### src/rtl/mm_radix_pipe_param.sv
// mm_radix_pipe_param: digit-serial Montgomery multiply-accumulate, D_o = (A*B+D)*2^-WIDTH mod M
module mm_radix_pipe_param #(
  parameter int WIDTH = 16,
  parameter int DIGIT = 4
) (
  input  logic             clk,
  input  logic             rst,
  input  logic             ce,
  input  logic             init,
  input  logic [WIDTH-1:0] A,
  input  logic [WIDTH-1:0] B,
  input  logic [WIDTH-1:0] M,
  input  logic [DIGIT-1:0] M0,
  input  logic [WIDTH-1:0] D,
  output logic [WIDTH-1:0] D_o,
  output logic             busy,
  output logic             done
);
  localparam int N = WIDTH / DIGIT;
  localparam int SW = WIDTH + DIGIT + 2;
  localparam int CW = $clog2(N) + 1;
  typedef enum logic [1:0] {IDLE, RUN, FIN} state_t;
  state_t state_q, state_d;
  logic [SW-1:0] s_q, s_d, t, u;
  logic [WIDTH-1:0] a_q, a_d, b_q, b_d, m_q, m_d, d_o_q, d_o_d;
  logic [DIGIT-1:0] m0_q, m0_d, q;
  logic [CW-1:0] cnt_q, cnt_d;
  logic busy_q, busy_d, done_q, done_d;
  assign D_o = d_o_q;
  assign busy = busy_q;
  assign done = done_q;
  // one radix-2^DIGIT Montgomery step; q makes the low DIGIT bits of u zero
  always_comb begin
    t = s_q + SW'(a_q[DIGIT-1:0]) * SW'(b_q);
    q = t[DIGIT-1:0] * m0_q;
    u = t + SW'(q) * SW'(m_q);
  end
  // next-state logic for the IDLE -> RUN -> FIN sequence
  always_comb begin
    state_d = state_q;
    s_d = s_q;
    a_d = a_q;
    b_d = b_q;
    m_d = m_q;
    m0_d = m0_q;
    cnt_d = cnt_q;
    busy_d = busy_q;
    done_d = 1'b0;
    d_o_d = d_o_q;
    case (state_q)
      IDLE: if (init) begin
        state_d = RUN;
        a_d = A;
        b_d = B;
        m_d = M;
        m0_d = M0;
        s_d = SW'(D);
        cnt_d = '0;
        busy_d = 1'b1;
      end
      RUN: begin
        s_d = u >> DIGIT;
        a_d = a_q >> DIGIT;
        cnt_d = cnt_q + CW'(1);
        state_d = (cnt_q == CW'(N - 1)) ? FIN : RUN;
      end
      FIN: begin
        d_o_d = WIDTH'((s_q >= SW'(m_q)) ? s_q - SW'(m_q) : s_q);
        done_d = 1'b1;
        busy_d = 1'b0;
        state_d = IDLE;
      end
      default: state_d = IDLE;
    endcase
  end
  // all registers; ce low freezes every one of them
  always_ff @(posedge clk or negedge rst) begin
    if (!rst) begin
      state_q <= IDLE;
      s_q <= '0;
      a_q <= '0;
      b_q <= '0;
      m_q <= '0;
      m0_q <= '0;
      cnt_q <= '0;
      busy_q <= 1'b0;
      done_q <= 1'b0;
      d_o_q <= '0;
    end else if (ce) begin
      state_q <= state_d;
      s_q <= s_d;
      a_q <= a_d;
      b_q <= b_d;
      m_q <= m_d;
      m0_q <= m0_d;
      cnt_q <= cnt_d;
      busy_q <= busy_d;
      done_q <= done_d;
      d_o_q <= d_o_d;
    end
  end
endmodule

### config.mk
export PLATFORM = sky130hd
export DESIGN_NAME = mm_radix_pipe_param
export DESIGN_NICKNAME = d
export VERILOG_FILES = /design/src/rtl/mm_radix_pipe_param.sv
export SDC_FILE = /design/constraint.sdc
export NUM_CORES = 1
export LEC_CHECK = 0
export CORE_MARGIN = 3
export CORE_UTILIZATION = 45
export DETAILED_ROUTE_END_ITERATION = 8
export PLACE_DENSITY = 0.65
export SLEW_MARGIN = 20
export SYNTH_ARGS = -nofsm -noshare
export SYNTH_HDL_FRONTEND = slang
export SYNTH_SLANG_ARGS = --single-unit
### constraint.sdc
create_clock -name clk -period 11.05 [get_ports clk]
set_input_delay 1.6575 -clock clk [delete_from_list [all_inputs] [get_ports clk]]
set_output_delay 1.6575 -clock clk [all_outputs]
set_load 0.05 [all_outputs]
# After elaboration in Yosys (flattened, before gate mapping)
# Index checks and enable logic that the tools add are counted.
# word_totals
reg_bits	97
in_bits	72
out_inout_bits	18
elab_cells	43
# op_classes
n_addsub	4
n_mul	3
order_cmp	1
eq_ne	4
n_mux	13
reduce_logical	8
# ops
cell	n
22-bit by 20-bit adder with 22-bit output	2
22-bit one-hot mux with 2 select lines	1
4-bit by 16-bit multiplier with 20-bit output	2
16-bit two-way mux	2
16-bit one-hot mux with 2 select lines	1
22-bit by 16-bit >= comparator with 1-bit output	1
22-bit two-way mux	1
16-bit subtractor	1
3-bit AND reduction	3
3-bit one-hot mux with 2 select lines	1
4-bit by 4-bit multiplier with 4-bit output	1
2-bit two-way mux	2
2-bit one-hot mux with 2 select lines	1
2-bit AND reduction	2
2-bit nonzero test	2
3-bit by 1-bit adder with 3-bit output, second input constant	1
3-bit by 2-bit == test with 1-bit output, second input constant	1
3-bit two-way mux	1
2-bit by 1-bit == test with 1-bit output, second input constant	1
2-bit == test, second input constant	1
2-bit logical NOT	1
1-bit two-way mux	2
2-bit != test, second input constant	1
1-bit one-hot mux with 2 select lines	1

# Logic depth before layout (Yosys ltp)
# Gate-level depths: netlist of the first run.
# logic_depth
ltp_word	6
mapped_depth	29
ltp_nobuf	27

# Worst setup path before layout of the first run
# OpenSTA, ideal clock, no wires.
# synth_path
kind	register to register
start	reg a_q[3]
end	reg s_q[16]
setup_time_ns	0.130
arrival_time_ns	7.133
required_ns	10.920
slack_ns	3.787
stages_incl_launch_ff	28
path_buffers	2
synth_period_minus_slack_ns	7.263
cell_sequence	dfrtp_1 -> clkbuf_1 -> nand2_1 -> fa_1 -> fa_1 -> fa_1 -> inv_1 -> ha_1 -> xnor2_1 -> nor2b_1 -> xnor2_1 -> xnor2_1 -> clkbuf_1 -> and2_1 -> fa_1 -> fa_1 -> inv_1 -> fa_1 -> inv_1 -> ha_1 -> a211oi_1 -> o21bai_1 -> o22a_1 -> o41ai_4 -> o21ai_1 -> a21oi_1 -> xor2_1 -> o21ai_0
# synth_via
elab_chain_cells	6
# synth_rtl
element	line_no	text
from (decl)	25	logic [WIDTH-1:0] a_q, a_d, b_q, b_d, m_q, m_d, d_o_q, d_o_d;
from (signal assigned)	81	a_q <= '0;
from (signal assigned)	92	a_q <= a_d;
4-bit by 16-bit multiplier with 20-bit output (*)	34	t = s_q + SW'(a_q[DIGIT-1:0]) * SW'(b_q);
22-bit by 20-bit adder with 22-bit output (*)	34	
4-bit by 4-bit multiplier with 4-bit output	35	q = t[DIGIT-1:0] * m0_q;
4-bit by 16-bit multiplier with 20-bit output	36	u = t + SW'(q) * SW'(m_q);
22-bit by 20-bit adder with 22-bit output (*)	36	
22-bit one-hot mux with 2 select lines (*)	50	case (state_q)
to (signal assigned)	80	s_q <= '0;
to (signal assigned)	91	s_q <= s_d;
to (decl)	24	logic [SW-1:0] s_q, s_d, t, u;
# Every way passes the cells marked *; elsewhere a longest branch is shown, timed or not.
# A chain may end at the register's enable or synchronous reset.

# Worst setup path in the final report of the first run
# layout_path
start	reg a_q[1]
end	reg s_q[16]
# The elaborated chain is that of the path after synthesis.

==> results.toml, run 1 <==
[routing]
dr.first_iter.drc_count = 350
vias_per_cell = 5.24
ant_nets = 0
wire_per_inst_um = 15.0
vias = 7363
drc = 0
drt_wl_total_mm = 21.1
drtPass1Iterations = 5

[clocking]
clock_path_buffers = 2
cts-resized-gates = 0
root_buffer = "clkbuf_16"
clock-sinks = 93
cts.clk_slew.worst_paths_ns = 0.08
worstSkewPairLatency_ns = 0.36
htreeDepth = 3
postCtsHoldBufs = 0
post-cts-setup-buffers = 0
cts_tree = "done"
cts_buffers = 9

[timing]
finalClockSkew_ns = 0.00799
tightest_slew_ns = 1.02
relSlewSlack_pct = 31.8
post-route-min-period_ns = 7.84
rsz0062_at_grt = "false"
fmax_mhz = 128
final_hold_viol_count = 0
setup_viol = 0
setup_tns_ns = 0
period_share_pct = 71.0
maxSlewViolCount = 0

[global_route]
grt_pass1_wl_mm = 36.5
antenna_found_initial = 0
grt_pass1_vias = 7542
gr-usage-all-layers_pct = 19.0
grt.overflow.total = 0
grt_max_degree = 74

[synthesis]
synth_seq_cells = 93
syn-mean-instance-area_sq_um = 9.09
syn_inst = 1055
synthFlopType = "dfrtp_1"
syn_nets = 1296
yosysSeqAreaShare_pct = 24.3
syn_area_sq_um = 9590
ys_warn_count = 0
synth_cell_type_count = 68
synth_edf_count = 0
synthArstFlopShare_pct = 100

[die]
core_sq_um = 20600
dieArea_sq_um = 23100
rows = 52
pin_count = 90
fp.dieW_um = 152
dieHeight_um = 152
start_util_pct = 46.6

[cells_and_area]
antenna_cells = 0
seq_area_sq_um = 2330
drive_above_1_share_pct = 5.72
nets = 1372
syn_to_final_growth_pct = 15.4
multi_input_area_sq_um = 6550
nFillCells = 1979

[min_path]
min_path_cells = 2
min-delay-start = "a_q[4]"
min_path_type = "reg2reg"
whs_endpoint = "a_q[4]"

[worst_setup_path]
crit_path_start_kind = "register"
cp-end-kind = "register"
rrSetupSlack_ns = 3.21
r2r_start = "a_q[1]"
r2r-end = "s_q[16]"
arrival_ns = 8.07
crit_required_ns = 11.28
cp_max_fo = 17
path_class = "reg2reg"
ff2ff_path_depth = 27

[flow_run]
maxCapViolations = 0

[placed_design]
dp_hpwl_mm = 16.8
routabilityCongestion = 0.899
io_buffers = 89

[outcome]
status = "finished, final reports clean"
==> routing by layer <==
metal  vias up  routed length, um  GRT usage [%]
met4         0                435           5.35
met5         -                  0              0
met3        27                639           2.79
met1      3611               9560           24.8
li1       3602                  -              -
met2       123              10500           32.9
==> cell usage in the layout, fill, tap and decap left out, types with 3 or more instances in the layout <==
cell             Yosys  final
o21ai_0             59     58
and3_1               5      4
a22o_1               6      6
buf_4                0      7
or3_1                4      4
clkdlybuf4s50_1      0     88
nand4_1              3      3
nor3_1              11     11
o221ai_1             4      4
nor2b_1              5      5
a21o_1              15     15
o21a_1               8      8
nand2_1            116    116
nor2_1              49     49
ha_1                79     79
fa_1                90     90
nand2b_1             7      7
a211oi_1             5      5
mux2i_1             25     25
a21oi_1             47     47
o31ai_1              3      3
nand3_1             13     13
xnor2_1             26     26
mux2_2              21     21
clkbuf_16            0      9
xor2_1              20     20
inv_6                0      4
a22oi_1              3      3
dfrtp_1             93     93
and2_1              89     89
or2_2                5      5
o21ai_1             10     10
a31oi_1              4      4
inv_1              158    158
==> cell usage after synthesis (21+ instances only) <==
library cell,n,area (sq um)
mux2i_1,25,250
xnor2_1,26,228
nor2_1,49,184
clkbuf_1,24,90.1
ha_1,79,988
dfrtp_1,93,2330
nand2_1,116,435
inv_1,158,593
fa_1,90,1800
o21ai_0,59,295
mux2_2,21,236
a21oi_1,47,235
and2_1,89,557
==> metrics by stage <==
| stage | area, sq um | utilization [%] | setup slack [ns] | std cells | hold WS, ns |
|---|---|---|---|---|---|
| 2_1_floorplan | 9590 | - | 3.79 | 1055 | 0.449 |
| 3_3_place_gp | 10700 | 52.3 | 3.44 | 1390 | 0.460 |
| 3_5_place_dp | 10700 | 52.3 | 3.21 | 1390 | 0.470 |
| 4_1_cts | 11100 | 53.8 | 3.18 | 1406 | 0.488 |
| 5_1_grt | 11100 | 53.8 | 2.68 | 1406 | 0.512 |
| 6_report | 11100 | 53.8 | 3.21 | 1406 | 0.481 |
==> worst max-delay path: stages (launching register included) <==
cell      delay, ns
dfrtp_1        0.56
and2_1         0.24
ha_1           0.30
ha_1           0.30
fa_1           0.51
fa_1           0.53
and2_1         0.18
ha_1           0.28
ha_1           0.20
xor2_1         0.17
xnor2_1        0.19
xnor2_1        0.09
buf_4          0.20
and2_1         0.19
fa_1           0.50
fa_1           0.54
inv_1          0.05
fa_1           0.53
inv_1          0.04
ha_1           0.36
a211oi_1       0.26
o21bai_1       0.15
o22a_1         0.24
o41ai_4        0.40
o21ai_1        0.18
a21oi_1        0.26
xor2_1         0.17
o21ai_0        0.08
==> layout make-up <==
type / count / share of cell area [%]
multi-input cells: 774 / 59.3
flip-flops and latches: 93 / 21.0
repair buffers: 95 / 8.44
inverters: 158 / 5.36
well taps: 270 / 3.05
clock buffers: 9 / 2.04
clock inverters: 7 / 0.792
==> registers in the layout (all words and copies together) (netlist names) <==
name and count:
s_q 18, D_o 16, a_q 16, b_q 16, m_q 16, m0_q 4
cnt_q 3, state_q 2, busy 1, done 1
==> cells by family after synthesis <==
family	after synthesis	share of synthesized area [%]
AO/OA/AOI/OAI	196	13.4
XOR/XNOR	46	4.20
adder cells (fa/ha/maj)	169	29.1
buffers and inverters	188	7.48
flip-flops	93	24.3
multiplexers	47	5.23
AND/OR/NAND/NOR	316	16.3
==> worst max path at each step <==
stage | start | endpoint | slack (ns)
global placement | a_q[1] | s_q[16] | 3.44
detailed placement | a_q[1] | s_q[16] | 3.21
floorplan | a_q[3] | s_q[16] | 3.79
CTS | a_q[1] | s_q[16] | 3.18
finish | a_q[1] | s_q[16] | 3.21
global route | a_q[1] | s_q[16] | 2.68
Power of run 1 is left out: the tool's default activity adds up to more than one toggle a clock period on the data nets, which glitch-free logic cannot reach.
==> run 2, diff against run 1 <==
--- a/config.mk
+++ b/config.mk
@@ -8,7 +8,7 @@
 export CORE_MARGIN = 3
 export CORE_UTILIZATION = 45
 export DETAILED_ROUTE_END_ITERATION = 8
-export PLACE_DENSITY = 0.65
+export PLACE_DENSITY = 0.68
 export SLEW_MARGIN = 20
 export SYNTH_ARGS = -nofsm -noshare
 export SYNTH_HDL_FRONTEND = slang
==> constraint.sdc (replaced) <==
create_clock -name clk -period 6.9 [get_ports clk]
set_input_delay 1.035 -clock clk [delete_from_list [all_inputs] [get_ports clk]]
set_output_delay 1.035 -clock clk [all_outputs]
set_load 0.05 [all_outputs]
==> results.toml, run 2 (synthesis results as in run 1) <==
[clocking]
clock-sinks = 93
cts_tree = "done"
cts_buffers = 9
clock_path_buffers = 2
worstSkewPairLatency_ns = 0.36
htreeDepth = 3
postCtsHoldBufs = 0
root_buffer = "clkbuf_16"
cts.clk_slew.worst_paths_ns = 0.08

[global_route]
grt_max_degree = 70
grt_pass1_wl_mm = 37.7
antenna_found_initial = 0
grt.overflow.total = 0
gr-usage-all-layers_pct = 19.6
grt_pass1_vias = 7792

[worst_setup_path]
r2r-end = "s_q[16]"
arrival_ns = 7.28
critPathMaxStageDelay_ns = 0.57
crit_path_start_kind = "register"
r2r_start = "a_q[2]"
path_class = "reg2reg"
slowest_stage = "fa_1"
ff2ff_path_depth = 28
crit_required_ns = 7.14
cp-end-kind = "register"
rrSetupSlack_ns = -0.14
setup.worst_path.end = "s_q[16]"
critPathLaunch = "a_q[2]"
cp_max_fo = 7
path_common_cell = "ha_4"

[cells_and_area]
nFillCells = 1865
syn_to_final_growth_pct = 22.9
seq_area_sq_um = 2330
top_register = "s_q"
most-common-layout-cells = "inv_1 (154), nand2_1 (115), dfrtp_1 (90)"
multi_input_area_sq_um = 6910
antenna_cells = 0
nets = 1418
final_common_cell = "inv_1"
final_area_sq_um = 11800
largest_register_ffs = 18
drive_above_1_share_pct = 14.0

[die]
rows = 52
pin_count = 90
fp.dieW_um = 152
start_util_pct = 46.6
dieHeight_um = 152
dieArea_sq_um = 23100
core_sq_um = 20600

[timing]
relSlewSlack_pct = 31.9
finalClockSkew_ns = 0.0151
fmax_mhz = 142
final_hold_viol_count = 0
maxSlewViolCount = 0
tightest_slew_ns = 1.02
fin_ws_ns = -0.136
rsz0062_at_grt = "true"
setup_tns_ns = -0.325
post-route-min-period_ns = 7.04
period_share_pct = 102
whs_ns = 0.483
setup_viol = 6

[min_path]
min_path_type = "reg2reg"

[placed_design]
routabilityCongestion = 0.877
io_buffers = 89
place_area_sq_um = 11100
pre_cts_slack_ns = -0.337
dp_hpwl_mm = 17.3

[outcome]
status = "complete, but fails checks"
violations = "setup timing"

[routing]
drc = 0
drtPass1Iterations = 5
wire_per_inst_um = 15.4
ant_nets = 0
vias = 7647
drt_wl_total_mm = 22.3
dr.first_iter.drc_count = 305
vias_per_cell = 5.27

[flow_run]
maxCapViolations = 0
run 2: cell count changes in the layout (fill, tap and decap cells not counted), sizes merged:
| cell | before | now |
|---|---|---|
| buf | 7 | 52 |
| clkinvlp | 0 | 2 |
| inv | 164 | 162 |
| clkbuf | 9 | 10 |
run 2: metal layers:
metal | global-route usage [%] | routed length (um) | part of all wire [%]
met5 | 0 | 0 | 0
met4 | 5.44 | 537 | 2.4
met3 | 2.73 | 868 | 3.9
met2 | 34.1 | 11100 | 50
met1 | 25.7 | 9750 | 44
run 2: per-stage QoR:
step	util, %	cells
floorplan	-	1055
global placement	54.0	1423
detailed placement	54.0	1423
CTS	56.4	1446
global route	57.3	1452
finish	57.3	1452
run 2: worst max-delay path, delay by kind of cell (launching register included):
kind	cells	cell delay [ns]
buf+inv	4	0.36
flops	1	0.46
simple gates	3	0.46
xor+xnor	4	0.75
fa+ha+maj	10	3.63
compound gates	7	1.26
run 2: final cells by class:
| cell class | instances | area share, % |
|---|---|---|
| multi-input combinational | 774 | 58.7 |
| sequential | 93 | 19.8 |
| timing repair buffer | 141 | 11.0 |
| inverter | 158 | 5.03 |
| tap | 270 | 2.87 |
| clock buffer | 9 | 1.91 |
| clock inverter | 7 | 0.743 |
run 2: worst min-delay path by stage:
stage,to,startpoint,depth (start not counted)
finish,a_q[10],a_q[10],2
global route,D_o[14],D_o[14],1
CTS,busy,busy,1
detailed placement,busy,busy,1
global placement,a_q[5],a_q[5],2
floorplan,a_q[10],a_q[10],2
run 2: repair_timing:
action                     4_1_cts  5_1_grt
setup buffers                    6        6
gates resized for setup         25       32
setup endpoints to repair       17       18
pin swaps                       25       39
cloned                           1        0
Power of run 2 is left out for the same reason.
==> run 3, diff against run 2 <==
--- a/config.mk
+++ b/config.mk
@@ -8,7 +8,7 @@
 export CORE_MARGIN = 3
 export CORE_UTILIZATION = 45
 export DETAILED_ROUTE_END_ITERATION = 8
-export PLACE_DENSITY = 0.68
+export PLACE_DENSITY = 0.65
 export SLEW_MARGIN = 20
 export SYNTH_ARGS = -nofsm -noshare
 export SYNTH_HDL_FRONTEND = slang
==> constraint.sdc (replaced) <==
create_clock -name clk -period 8 [get_ports clk]
set_input_delay 1.2 -clock clk [delete_from_list [all_inputs] [get_ports clk]]
set_output_delay 1.2 -clock clk [all_outputs]
set_load 0.05 [all_outputs]
==> results.toml, run 3 (synthesis results as in run 1) <==
[outcome]
status = "finished, final reports clean"

[min_path]
whs_endpoint = "busy"
min_path_cells = 1
min_path_type = "reg2reg"
min-delay-start = "busy"

[worst_setup_path]
critPathLaunch = "a_q[2]"
rrSetupSlack_ns = 0.28
cp-end-kind = "register"
arrival_ns = 7.94
slowest_stage = "fa_1"
ff2ff_path_depth = 29
r2r_start = "a_q[2]"
critPathMaxStageDelay_ns = 0.54
cp_max_fo = 11
crit_path_start_kind = "register"
r2r-end = "s_q[16]"
path_class = "reg2reg"
crit_required_ns = 8.22

[clocking]
clock-sinks = 93
root_buffer = "clkbuf_16"
postCtsHoldBufs = 0
worstSkewPairLatency_ns = 0.35
clock_path_buffers = 2
cts_tree = "done"
cts.clk_slew.worst_paths_ns = 0.08
htreeDepth = 3
cts_buffers = 9

[timing]
post-route-min-period_ns = 7.72
maxSlewViolCount = 0
fmax_mhz = 130
final_hold_viol_count = 0
finalClockSkew_ns = 0.0123
fin_ws_ns = 0.283
tightest_slew_ns = 1.00
setup_tns_ns = 0
period_share_pct = 96.5
relSlewSlack_pct = 32.9
setup_viol = 0

[global_route]
grt.overflow.total = 0
gr-usage-all-layers_pct = 19.1
grt_pass1_vias = 7634
grt_pass1_wl_mm = 36.9
antenna_found_initial = 0
grt_max_degree = 70

[placed_design]
routabilityCongestion = 0.909
place_area_sq_um = 10800
pre_cts_slack_ns = -0.247
dp_hpwl_mm = 16.9
io_buffers = 89

[flow_run]
maxCapViolations = 0

[cells_and_area]
largest_register_ffs = 18
syn_to_final_growth_pct = 15.9
drive_above_1_share_pct = 6.74
most-common-layout-cells = "inv_1 (158), nand2_1 (116), dfrtp_1 (91)"
nets = 1379
antenna_cells = 0
final_common_cell = "inv_1"
top_register = "s_q"
final_area_sq_um = 11100

[die]
core_sq_um = 20600
fp.dieW_um = 152
dieHeight_um = 152
rows = 52
start_util_pct = 46.6
dieArea_sq_um = 23100
pin_count = 90

[routing]
dr.first_iter.drc_count = 344
drtPass1Iterations = 4
drc = 0
drt_wl_total_mm = 21.5
ant_nets = 0
wire_per_inst_um = 15.2
vias_per_cell = 5.22
vias = 7382
==> run 3: cell types whose count changed in the layout (fill, tap and decap cells not counted), moves of 3 or more <==
cell	delta
a21oi_1	+7
a21oi_2	-4
a21oi_4	-3
and2_1	+7
and2_4	-7
buf_4	-34
buf_6	-5
ha_1	+16
ha_4	-15
inv_1	+4
inv_2	-4
o21ai_0	+6
o21ai_1	-4
==> run 3: what timing repair did <==
action,CTS,global route
setup endpoints to repair,3,6
gates cloned,0,0
setup buffers,2,4
hold endpoints to repair,0,0
pin swaps,1,2
resized for setup,1,4
==> run 3: final cells by class <==
| cell class | instances | area [sq um] |
|---|---|---|
| inverter | 158 | 593 |
| clock buffer | 9 | 225 |
| sequential | 93 | 2330 |
| timing repair buffer | 102 | 983 |
| tap | 270 | 338 |
| fill | 1948 | 9450 |
| clock inverter | 7 | 68.8 |
| multi-input combinational | 774 | 6570 |
==> run 3: routing by layer <==
metal / global-route usage, % / wire length (um)
met2: 33.3 / 10800
met4: 5.65 / 517
met3: 2.59 / 717
met5: 0 / 0
met1: 24.9 / 9510
==> run 3: worst max-delay path by stage <==
stage,depth (start not counted),slack (ns),to
floorplan,27,0.74,s_q[16]
global placement,26,0.005,s_q[16]
detailed placement,26,-0.25,s_q[16]
CTS,27,0.09,s_q[16]
global route,29,-0.01,s_q[16]
finish,29,0.28,s_q[16]
==> run 3: per-stage QoR <==
step	hold WS, ns	instances	util [%]
after floorplan	0.449	1055	-
after global placement	0.461	1391	52.3
after detailed placement	0.466	1391	52.3
after CTS	0.482	1409	53.8
after global routing	0.508	1413	54.0
final	0.479	1413	54.0
==> run 3: worst max-delay path: cells and delay by family, from the launching register on <==
| family | cells | cell delay, ns |
|---|---|---|
| AOI/OAI and AO/OA | 5 | 1.13 |
| xor gates and xnor gates | 4 | 0.69 |
| adders and majority gates | 10 | 4.01 |
| buffers and inverters | 5 | 0.55 |
| DFF | 1 | 0.47 |
| and+or+nand+nor | 5 | 0.71 |
Power of run 3 is left out for the same reason.
==> variant, RTL diff (flow settings as in run 3) <==
Re-encode `state_t` (3 states) as one-hot, 3 bits wide.
--- a/src/rtl/mm_radix_pipe_param.sv
+++ b/src/rtl/mm_radix_pipe_param.sv
@@ -19,7 +19,7 @@
   localparam int N = WIDTH / DIGIT;
   localparam int SW = WIDTH + DIGIT + 2;
   localparam int CW = $clog2(N) + 1;
-  typedef enum logic [1:0] {IDLE, RUN, FIN} state_t;
+  typedef enum logic [2:0] {IDLE = 3'b001, RUN = 3'b010, FIN = 3'b100} state_t;
   state_t state_q, state_d;
   logic [SW-1:0] s_q, s_d, t, u;
   logic [WIDTH-1:0] a_q, a_d, b_q, b_d, m_q, m_d, d_o_q, d_o_d;
Formal check against the unedited RTL: same outputs for any inputs over 4 cycles, from zero or initial values and one cycle with rst low; so few cycles prove little.
==> variant against run 3 <==
  * Cell count grew 3.4%
  * Final area shrank 0.44%
  * Sequential cell count grew 1
  * Synthesized area is essentially flat
  * Largest cell class unchanged
  * Worst setup slack gained 0.12 ns
  * First-iteration DRC count grew 41%
  * Hold slack lost 0.0040 ns
  * Routed wire length grew 1.0%
Power is left out: the tool's default activity adds up to more than one toggle a clock period on the data nets, which glitch-free logic cannot reach.
==> variant: results (changes against run 3) <==
* Yosys warns at 0 (unchanged)
* Mapped Nets at 1349 (was 1296)
* TritonRoute pass-1 iters at 5 (was 4)
* Dpl cell area at 10760 sq um (was 10750 sq um)
* Final setup vio count at 0 (unchanged)
* DRT iter0 DRCs at 485 (was 344)
* Number of diodes at 0 (unchanged)
* Final Skew at 0.01210 ns (was 0.01235 ns)
* CP Max Fanout at 9 (was 11)
* Ranking of synthesized cells by area: dfrtp_1 (24%), fa_1 (19%), ha_1 (10%) (unchanged)
* Clk root buf: clkbuf_16 (unchanged)
* Async set-reset flop share out of synthesis at 100.0% (unchanged)
* Clk slew on worst S/H paths at 0.08 ns (about the same)
* Cts bufs inserted at 9 (unchanged)
* Top reg by flops: s_q (unchanged)
* Pin count of the biggest net entering global routing at 52 (was 70)
* RePlAce Congestion at 0.8851 (was 0.9087)
* Wire length per cell at 14.89 um (was 15.24 um)
* First-pass GRT wire length at 37.76 mm (was 36.85 mm)
* Distinct cells, synth at 72 (was 68)
* CTS Buffer Depth at 2 (unchanged)
* H-tree depth at 3 (unchanged)
* Detailed placement HPWL at 17.46 mm (was 16.91 mm)
* Post-synthesis sequential area ratio at 24.57% (was 24.28%)
* Run status: finished, final reports clean (unchanged)
* Via density per instance at 5.228 (was 5.224)
* Max reg flops at 18 (unchanged)
* Synth cell count leaders: nand2_1 (177), inv_1 (167), dfrtp_1 (93), fa_1 (90), and2_1 (88) (was inv_1 (158), nand2_1 (116), dfrtp_1 (93), fa_1 (90), and2_1 (89))
* Arrival @ worst endpoint at 7.84 ns (was 7.94 ns)
* Slew @ Worst Pin at 0.9959 ns (was 1.003 ns)
* Slowest stage delay, CP at 0.55 ns
* Vias in the first global route at 7627 (was 7634)
* Layout Nets at 1427 (was 1379)
* GRT Util Overall at 19.60% (was 19.11%)
* Crit path max-delay family: adder cells (unchanged)
* Layout cell share with drive strength beyond 1 at 4.114% (was 6.737%)
* Slowest CP cell: fa_1 (unchanged)
* Hold Crit Class: flop to flop (unchanged)
* Initial antenna violation count at 0 (unchanged)
* Clk_lat worst skew at 0.36 ns
* PortBufs at 89 (unchanged)
==> variant: changes by cell type after synthesis, sizes merged, moves of 10 or more <==
cell   change
nand2     +62
o21ai     -19
xor2      -10
a21oi     -13
mux2i     -13
nor2      +12
mux2      -22
a31oi     +16
==> variant: metal layers <==
| layer | track usage, % | wire, um |
|---|---|---|
| met2 | 32.98 | 10400 |
| met1 | 26.82 | 9937 |
| met4 | 4.238 | 316 |
| met5 | 0 | 0 |
| met3 | 3.242 | 1100 |
==> variant: layout make-up <==
cell class | count | area (sq um)
clock inverter | 7 | 55.05
clock buffer | 9 | 225.2
fill | 1961 | 9502
sequential | 94 | 2354
inverter | 167 | 626.9
multi-input combinational | 812 | 6470
tap | 270 | 337.8
timing repair buffer | 102 | 989.7
==> variant: timing repair <==
item | 4_1_cts | 5_1_grt
hold buffers | 0 | 0
resized for setup | 0 | 1
endpoints found under the setup margin | 0 | 9
buffers inserted | 0 | 0
==> variant: metrics by stage <==
| stage | std cells | setup WS [ns] |
|---|---|---|
| after floorplan | 1108 | 0.7149 |
| after global placement | 1444 | 0.3607 |
| after detailed placement | 1444 | 0.2193 |
| after CTS | 1460 | 0.1851 |
| after global routing | 1461 | 0.01033 |
| final | 1461 | 0.4011 |
==> variant: cell families (layout without fill, tap and decap cells) <==
group           count (synthesis)  in the layout  synth area share [%]
simple gates                  395            395                 19.54
buf+inv                       202            285                 7.981
compound gates                197            197                 13.96
fa+ha+maj                     169            169                 29.13
flops                          94             94                 24.57
xor+xnor                       39             39                 3.566
mux                            12             12                 1.254
==> variant: worst min-delay path, cell delays in order (launching register included) <==
cell	delay, ns
dfrtp_1	0.34
nand2_1	0.05
nand2_1	0.05
==> variant: worst paths after layout <==
kind	start	end	slack, ns	cells past startpoint
worst max-delay path	b_q[1]$_DFFE_PN0P_	s_q[17]$_DFFE_PN0P_	0.40	26
worst max register to register	b_q[1]$_DFFE_PN0P_	s_q[17]$_DFFE_PN0P_	0.40	26
min in group asynchronous	rst	a_q[11]$_DFFE_PN0P_	0.83	1
max in group asynchronous	rst	s_q[4]$_DFFE_PN0P_	6.06	2
worst min register to register	busy$_DFFE_PN0P_	busy$_DFFE_PN0P_	0.48	2
worst min-delay path	busy$_DFFE_PN0P_	busy$_DFFE_PN0P_	0.48	2
